File: config.mk
export PLATFORM = sky130hd
export DESIGN_NAME = pipe_stage_reg
export DESIGN_NICKNAME = d
export VERILOG_FILES = /design/src/rtl/pipe_pkg.sv /design/src/rtl/pipe_sat_counter.sv /design/src/rtl/pipe_stage_reg.sv
export SDC_FILE = /design/constraint.sdc
export NUM_CORES = 1
export LEC_CHECK = 0
export CORE_MARGIN = 1.5
export CORE_UTILIZATION = 46
export DETAILED_ROUTE_END_ITERATION = 10
export GPL_TIMING_DRIVEN = 0
export PLACE_DENSITY = 0.77
export SYNTH_ARGS = -nofsm -noshare
export SYNTH_HDL_FRONTEND = slang
export SYNTH_SLANG_ARGS = --single-unit
File: constraint.sdc
create_clock -name Clock -period 12.4 [get_ports Clock]
set_clock_uncertainty 0.1 [all_clocks]
set_input_delay 2.48 -clock Clock [delete_from_list [all_inputs] [get_ports Clock]]
set_output_delay 2.48 -clock Clock [all_outputs]
set_load 0.1 [all_outputs]
File: src/rtl/pipe_pkg.sv
// Shared definitions for handshaked pipeline stage registers: state encoding,
// per-stage control/data widths and per-stage bubble encodings.
package pipe_pkg;

    typedef enum logic [1:0] {
        ST_EMPTY = 2'd0,
        ST_ONE   = 2'd1,
        ST_FULL  = 2'd2
    } pipe_state_e;

    // Field packing shared by every stage instance of the core pipeline.
    localparam int unsigned IFID_CTRL_W  = 32'd16;
    localparam int unsigned IFID_DATA_W  = 32'd64;
    localparam int unsigned IDEX_CTRL_W  = 32'd16;
    localparam int unsigned IDEX_DATA_W  = 32'd160;
    localparam int unsigned EXMEM_CTRL_W = 32'd16;
    localparam int unsigned EXMEM_DATA_W = 32'd104;
    localparam int unsigned MEMWB_CTRL_W = 32'd16;
    localparam int unsigned MEMWB_DATA_W = 32'd72;

    // Bubble encodings: no register write, no memory access, no branch.
    localparam logic [15:0] IFID_BUBBLE  = 16'h0000;
    localparam logic [15:0] IDEX_BUBBLE  = 16'h0000;
    localparam logic [15:0] EXMEM_BUBBLE = 16'h0000;
    localparam logic [15:0] MEMWB_BUBBLE = 16'h0000;

    // Number of entries held in a given state.
    function automatic logic [1:0] state_occupancy(input pipe_state_e st);
        case (st)
            ST_EMPTY: state_occupancy = 2'd0;
            ST_ONE:   state_occupancy = 2'd1;
            ST_FULL:  state_occupancy = 2'd2;
            default:  state_occupancy = 2'd0;
        endcase
    endfunction

endpackage

File: src/rtl/pipe_sat_counter.sv
// Saturating up-counter with synchronous clear; clear wins over increment.
module pipe_sat_counter #(
    parameter int unsigned CNT_W = 16
) (
    input  logic             clk,
    input  logic             rst,
    input  logic             inc,
    input  logic             clr,
    output logic [CNT_W-1:0] count
);

    logic [CNT_W-1:0] count_r;

    // Count register: holds at all-ones instead of wrapping.
    always_ff @(posedge clk or posedge rst) begin
        if (rst) begin
            count_r <= {CNT_W{1'b0}};
        end else if (clr) begin
            count_r <= {CNT_W{1'b0}};
        end else if (inc && (count_r != {CNT_W{1'b1}})) begin
            count_r <= count_r + {{(CNT_W-1){1'b0}}, 1'b1};
        end else begin
            count_r <= count_r;
        end
    end

    assign count = count_r;

endmodule

File: src/rtl/pipe_stage_reg.sv
// Handshaked pipeline stage register with optional 2-entry skid buffer,
// flush-to-bubble and a saturating back-pressure counter.
module pipe_stage_reg
    import pipe_pkg::*;
#(
    parameter int unsigned        CTRL_W      = 16,
    parameter int unsigned        DATA_W      = 160,
    parameter logic [CTRL_W-1:0]  BUBBLE_CTRL = '0,
    parameter bit                 SKID        = 1'b1,
    parameter int unsigned        CNT_W       = 16
) (
    input  logic              Clock,
    input  logic              Reset,
    input  logic              In_Valid,
    output logic              In_Ready,
    input  logic [CTRL_W-1:0] In_Ctrl,
    input  logic [DATA_W-1:0] In_Data,
    output logic              Out_Valid,
    input  logic              Out_Ready,
    output logic [CTRL_W-1:0] Out_Ctrl,
    output logic [DATA_W-1:0] Out_Data,
    input  logic              Flush,
    input  logic              Count_Clear,
    output logic [1:0]        Occupancy,
    output logic [CNT_W-1:0]  Stall_Count
);

    pipe_state_e       state_r;
    pipe_state_e       state_s;
    logic [CTRL_W-1:0] main_ctrl_r;
    logic [DATA_W-1:0] main_data_r;
    logic [CTRL_W-1:0] skid_ctrl_r;
    logic [DATA_W-1:0] skid_data_r;
    logic [CTRL_W-1:0] out_ctrl_r;
    logic [CTRL_W-1:0] main_ctrl_s;
    logic [DATA_W-1:0] main_data_s;
    logic              skid_we_s;
    logic              acc_s;
    logic              pop_s;
    logic              ready_s;

    assign Out_Valid = (state_r != ST_EMPTY);
    assign acc_s     = In_Valid & ready_s;
    assign pop_s     = Out_Valid & Out_Ready;

    // With a skid buffer ready depends only on the state register; without
    // one it must look through to the downstream ready.
    generate
        if (SKID) begin : g_skid_ready
            assign ready_s = (state_r != ST_FULL);
        end else begin : g_flow_ready
            assign ready_s = ~Out_Valid | Out_Ready;
        end
    endgenerate

    assign In_Ready = ready_s;

    // Next-state and head-entry selection.
    always_comb begin
        state_s     = state_r;
        main_ctrl_s = main_ctrl_r;
        main_data_s = main_data_r;
        skid_we_s   = 1'b0;
        case (state_r)
            ST_EMPTY: begin
                if (acc_s) begin
                    state_s     = ST_ONE;
                    main_ctrl_s = In_Ctrl;
                    main_data_s = In_Data;
                end else begin
                    state_s = ST_EMPTY;
                end
            end
            ST_ONE: begin
                if (acc_s && pop_s) begin
                    state_s     = ST_ONE;
                    main_ctrl_s = In_Ctrl;
                    main_data_s = In_Data;
                end else if (acc_s && SKID) begin
                    state_s   = ST_FULL;
                    skid_we_s = 1'b1;
                end else if (pop_s) begin
                    state_s = ST_EMPTY;
                end else begin
                    state_s = ST_ONE;
                end
            end
            ST_FULL: begin
                if (pop_s) begin
                    state_s     = ST_ONE;
                    main_ctrl_s = skid_ctrl_r;
                    main_data_s = skid_data_r;
                end else begin
                    state_s = ST_FULL;
                end
            end
            default: begin
                state_s = ST_EMPTY;
            end
        endcase
        // Flush drops held and incoming entries; the head data is left as is.
        if (Flush) begin
            state_s     = ST_EMPTY;
            main_ctrl_s = main_ctrl_r;
            main_data_s = main_data_r;
            skid_we_s   = 1'b0;
        end else begin
            skid_we_s = skid_we_s;
        end
    end

    // State and head-entry registers.
    always_ff @(posedge Clock or posedge Reset) begin
        if (Reset) begin
            state_r     <= ST_EMPTY;
            main_ctrl_r <= BUBBLE_CTRL;
            main_data_r <= {DATA_W{1'b0}};
        end else begin
            state_r     <= state_s;
            main_ctrl_r <= main_ctrl_s;
            main_data_r <= main_data_s;
        end
    end

    // Skid register, written only when an entry arrives behind a stalled head.
    always_ff @(posedge Clock or posedge Reset) begin
        if (Reset) begin
            skid_ctrl_r <= {CTRL_W{1'b0}};
            skid_data_r <= {DATA_W{1'b0}};
        end else if (skid_we_s) begin
            skid_ctrl_r <= In_Ctrl;
            skid_data_r <= In_Data;
        end else begin
            skid_ctrl_r <= skid_ctrl_r;
            skid_data_r <= skid_data_r;
        end
    end

    // Control output is registered already masked to the bubble encoding.
    always_ff @(posedge Clock or posedge Reset) begin
        if (Reset) begin
            out_ctrl_r <= BUBBLE_CTRL;
        end else if (state_s != ST_EMPTY) begin
            out_ctrl_r <= main_ctrl_s;
        end else begin
            out_ctrl_r <= BUBBLE_CTRL;
        end
    end

    assign Out_Ctrl  = out_ctrl_r;
    assign Out_Data  = main_data_r;
    assign Occupancy = state_occupancy(state_r);

    pipe_sat_counter #(
        .CNT_W (CNT_W)
    ) u_stall_cnt (
        .clk   (Clock),
        .rst   (Reset),
        .inc   (Out_Valid & ~Out_Ready),
        .clr   (Count_Clear),
        .count (Stall_Count)
    );

endmodule
==> flow_summary_export.csv <==
group,metric,value,unit
run_status,status,"complete, no violations",
clock_tree,cts_buffer_depth,3,
cells_and_area,layout_common_cells,"516 x nand2_1, 386 x dfrtp_1, 375 x clkdlybuf4s50_1",
critical_path,worstSetupEndpointType,"output port",
run,timing.max_cap.violations,0,
drt,wire_per_inst,18.6,um
timing,finalCriticalPeriod,5940,ps
yosys,synth_area_leaders,"dfrtp_1 56%, mux2_2 16%, nand2_1 11%, mux2_1 6.6%, buf_2 1.1%",
yosys,yosys.area.top_type,"dfrtp_1",
global_route,grt_pass1_vias,13800,
yosys,ys_seq_area_share,56.3,%
clock_tree,worstSkewPairLatency,540,ps
global_route,antenna_found_initial,7,
global_route,met2_usage,40.5,%
yosys,synthSimpleGateAreaFrac,14.3,%
yosys,synthCells,1540,
floorplan,rows,70,
global_route,met1_usage,30.1,%
critical_path,crit_required,9820,ps
drt,drtIter0Drc,462,
timing,post-route-period-util,47.9,%
placement,numPortBuffers,375,
cells_and_area,nNetsFinal,2152,
clock_tree,cts_resized,0,
placement,place_ws,6850,ps
timing,rsz0062_at_grt,"no",
yosys,synth_compound_area_share,3.65,%
clock_tree,cts.sinks,386,
clock_tree,cts-root-buf,"clkbuf_16",
floorplan,initial_utilization,46.7,%
yosys,synth_edf_count,0,
clock_tree,htree_levels,2,
clock_tree,numCtsBuffers,42,
timing,fin_tns_setup,0,ps
drt,vias_per_cell,5.24,
timing,relSlewSlack,27.5,%
yosys,ys_ff_latch,386,
critical_path,cp_data_arrival_time,3360,ps
power,ir_drop,0.000156,V
cells_and_area,final_util,62.8,%
clock_tree,cts.clk_slew.worst_paths,50,ps
timing,setup_viol,0,
placement,hpwl,33200,um
power,powerDensity,203,mW/mm^2
drt,drt-total-wl,46000,um
drt,vias,13000,
global_route,busiest_layer,"met2",
timing,report.final.slew_viol_count,0,
yosys,yosysTopAreaCellShare,56.3,%
timing,whs,382,ps
floorplan,core_area,0.0367,sq mm
power,cellLeakagePower,0.0104,uW
placement,place_congestion,0.843,
yosys,synth_fp_nets,1723,
global_route,grt_max_degree,44,
cells_and_area,layout_commonest_cell,"nand2_1",
timing,tightest_slew,1080,ps
critical_path,cp-start-kind,"flip-flop",
drt,drc,0,
yosys,avgSynthCellArea,11.1,sq um
clock_tree,post_cts_buffers,0,
clock_tree,cts-hold-fix-buffers,0,
yosys,async_flop_share,100,%
yosys,syn_area,0.0172,sq mm
global_route,grt_use_total,24.2,%
global_route,grt_first_pass_wirelength,74200,um
yosys,muxShareOfSynthArea,22.4,%
floorplan,die-area,0.0385,sq mm
timing,fin_ws,6460,ps
global_route,grtUsageMet3,6.36,%
drt,ant_nets,0,
global_route,grt_remaining_overflow,0,
floorplan,io_pins,378,
timing,max_freq,168,MHz
yosys,synth_top_family_by_area,"multiplexers",
critical_path,crit_fanout,10,
cells_and_area,syn2layout_area_growth,34.5,%
floorplan,dieWidth,196,um
yosys,synthXorXnorAreaFrac,0,%
floorplan,die_h,196,um
timing,hold_viol_final,0,
yosys,yosys_warnings,0,
yosys,synth-adder-area-share,0.0730,%
cells_and_area,drive_gt1_share,18.5,%
clock_tree,cts_tree,"built",
critical_path,crit_type,"reg -> out",
drt,first_pass_iters,7,
yosys,synthDistinctLibCells,41,
yosys,synth_ff_type,"dfrtp_1",
hold_path,hold_path.class,"reg -> reg",
==> cell usage after synthesis, types with 2 or more instances <==
cell / n
nand4_1: 5
and4_1: 2
o21ai_0: 35
nand2_1: 516
nor4_1: 4
nand3_1: 24
mux2_1: 100
a31oi_1: 15
o31ai_1: 9
or4_1: 10
inv_2: 2
or3_1: 2
nor2b_1: 8
buf_1: 8
buf_2: 38
inv_1: 18
mux2_2: 240
nand3b_1: 16
nor2_1: 7
dfrtp_1: 386
clkbuf_1: 37
a22o_1: 15
a21oi_1: 16
buf_6: 10
==> kinds of logic (layout without fill, tap and decap cells) <==
| kind of cell | Yosys count | count (layout) |
|---|---|---|
| buf+inv | 114 | 573 |
| other cells | 0 | 5 |
| compound gates | 98 | 98 |
| fa+ha+maj | 1 | 1 |
| simple gates | 600 | 600 |
| flops | 386 | 386 |
| mux | 341 | 341 |
==> critical path, cell delays in order (launching register included) <==
cell and delay [ps]:
dfrtp_1 380, buf_2 190, nor2b_1 140, buf_2 180
inv_2 200, clkbuf_1 460, clkdlybuf4s50_1 1270
==> metrics by stage <==
step / cell area, sq um / power (uW) / cells
floorplan: 17200 / 3000 / 1540
global placement: 21500 / 3430 / 2383
detailed placement: 21700 / 3480 / 2393
CTS: 23100 / 4730 / 2467
global route: 23100 / 4870 / 2472
finish: 23100 / 4690 / 2472
==> worst paths after layout <==
kind / cells past startpoint / from / endpoint / slack, ps
max in group asynchronous: 6 / Reset / Out_Data[107] / 8520
worst max-delay path: 6 / state_r[1] / In_Ready / 6460
worst min register to register: 1 / Out_Data[83] / Out_Data[83] / 380
worst max register to register: 9 / state_r[1] / Out_Data[65] / 9500
min in group asynchronous: 2 / Reset / u_stall_cnt.count[15] / 2270
worst min-delay path: 1 / Out_Data[83] / Out_Data[83] / 380
==> routing by layer <==
metal	routed length [um]	up-vias
li1	-	6029
met1	18600	6427
met2	22500	414
met3	3260	90
met4	1520	4
met5	27	-
==> area by class of cell <==
| class | instances | area, sq um |
|---|---|---|
| Timing Repair Buffer | 385 | 3950 |
| Clock buffer | 63 | 1240 |
| Fill cell | 2902 | 13600 |
| Tap cell | 468 | 586 |
| Buffer | 94 | 479 |
| Inverter | 20 | 78.8 |
| Clock inverter | 11 | 115 |
| Sequential cell | 386 | 9660 |
| Multi-Input combinational cell | 1040 | 6940 |
| Antenna cell | 5 | 12.5 |
==> power by group <==
group,switching (uW),internal [uW],leakage [uW]
clock network,498,732,0.000668
logic,1230,509,0.00505
registers,160,1570,0.00469
total,1890,2810,0.0104
==> flip-flops by register name, indices dropped and copies added (netlist names) <==
register	count
u_stall_cnt.count	16
main_ctrl_r	16
Out_Data	160
state_r	2
skid_data_r	160
Out_Ctrl	16
skid_ctrl_r	16
Note: power is estimated with default switching activity, not from simulation.
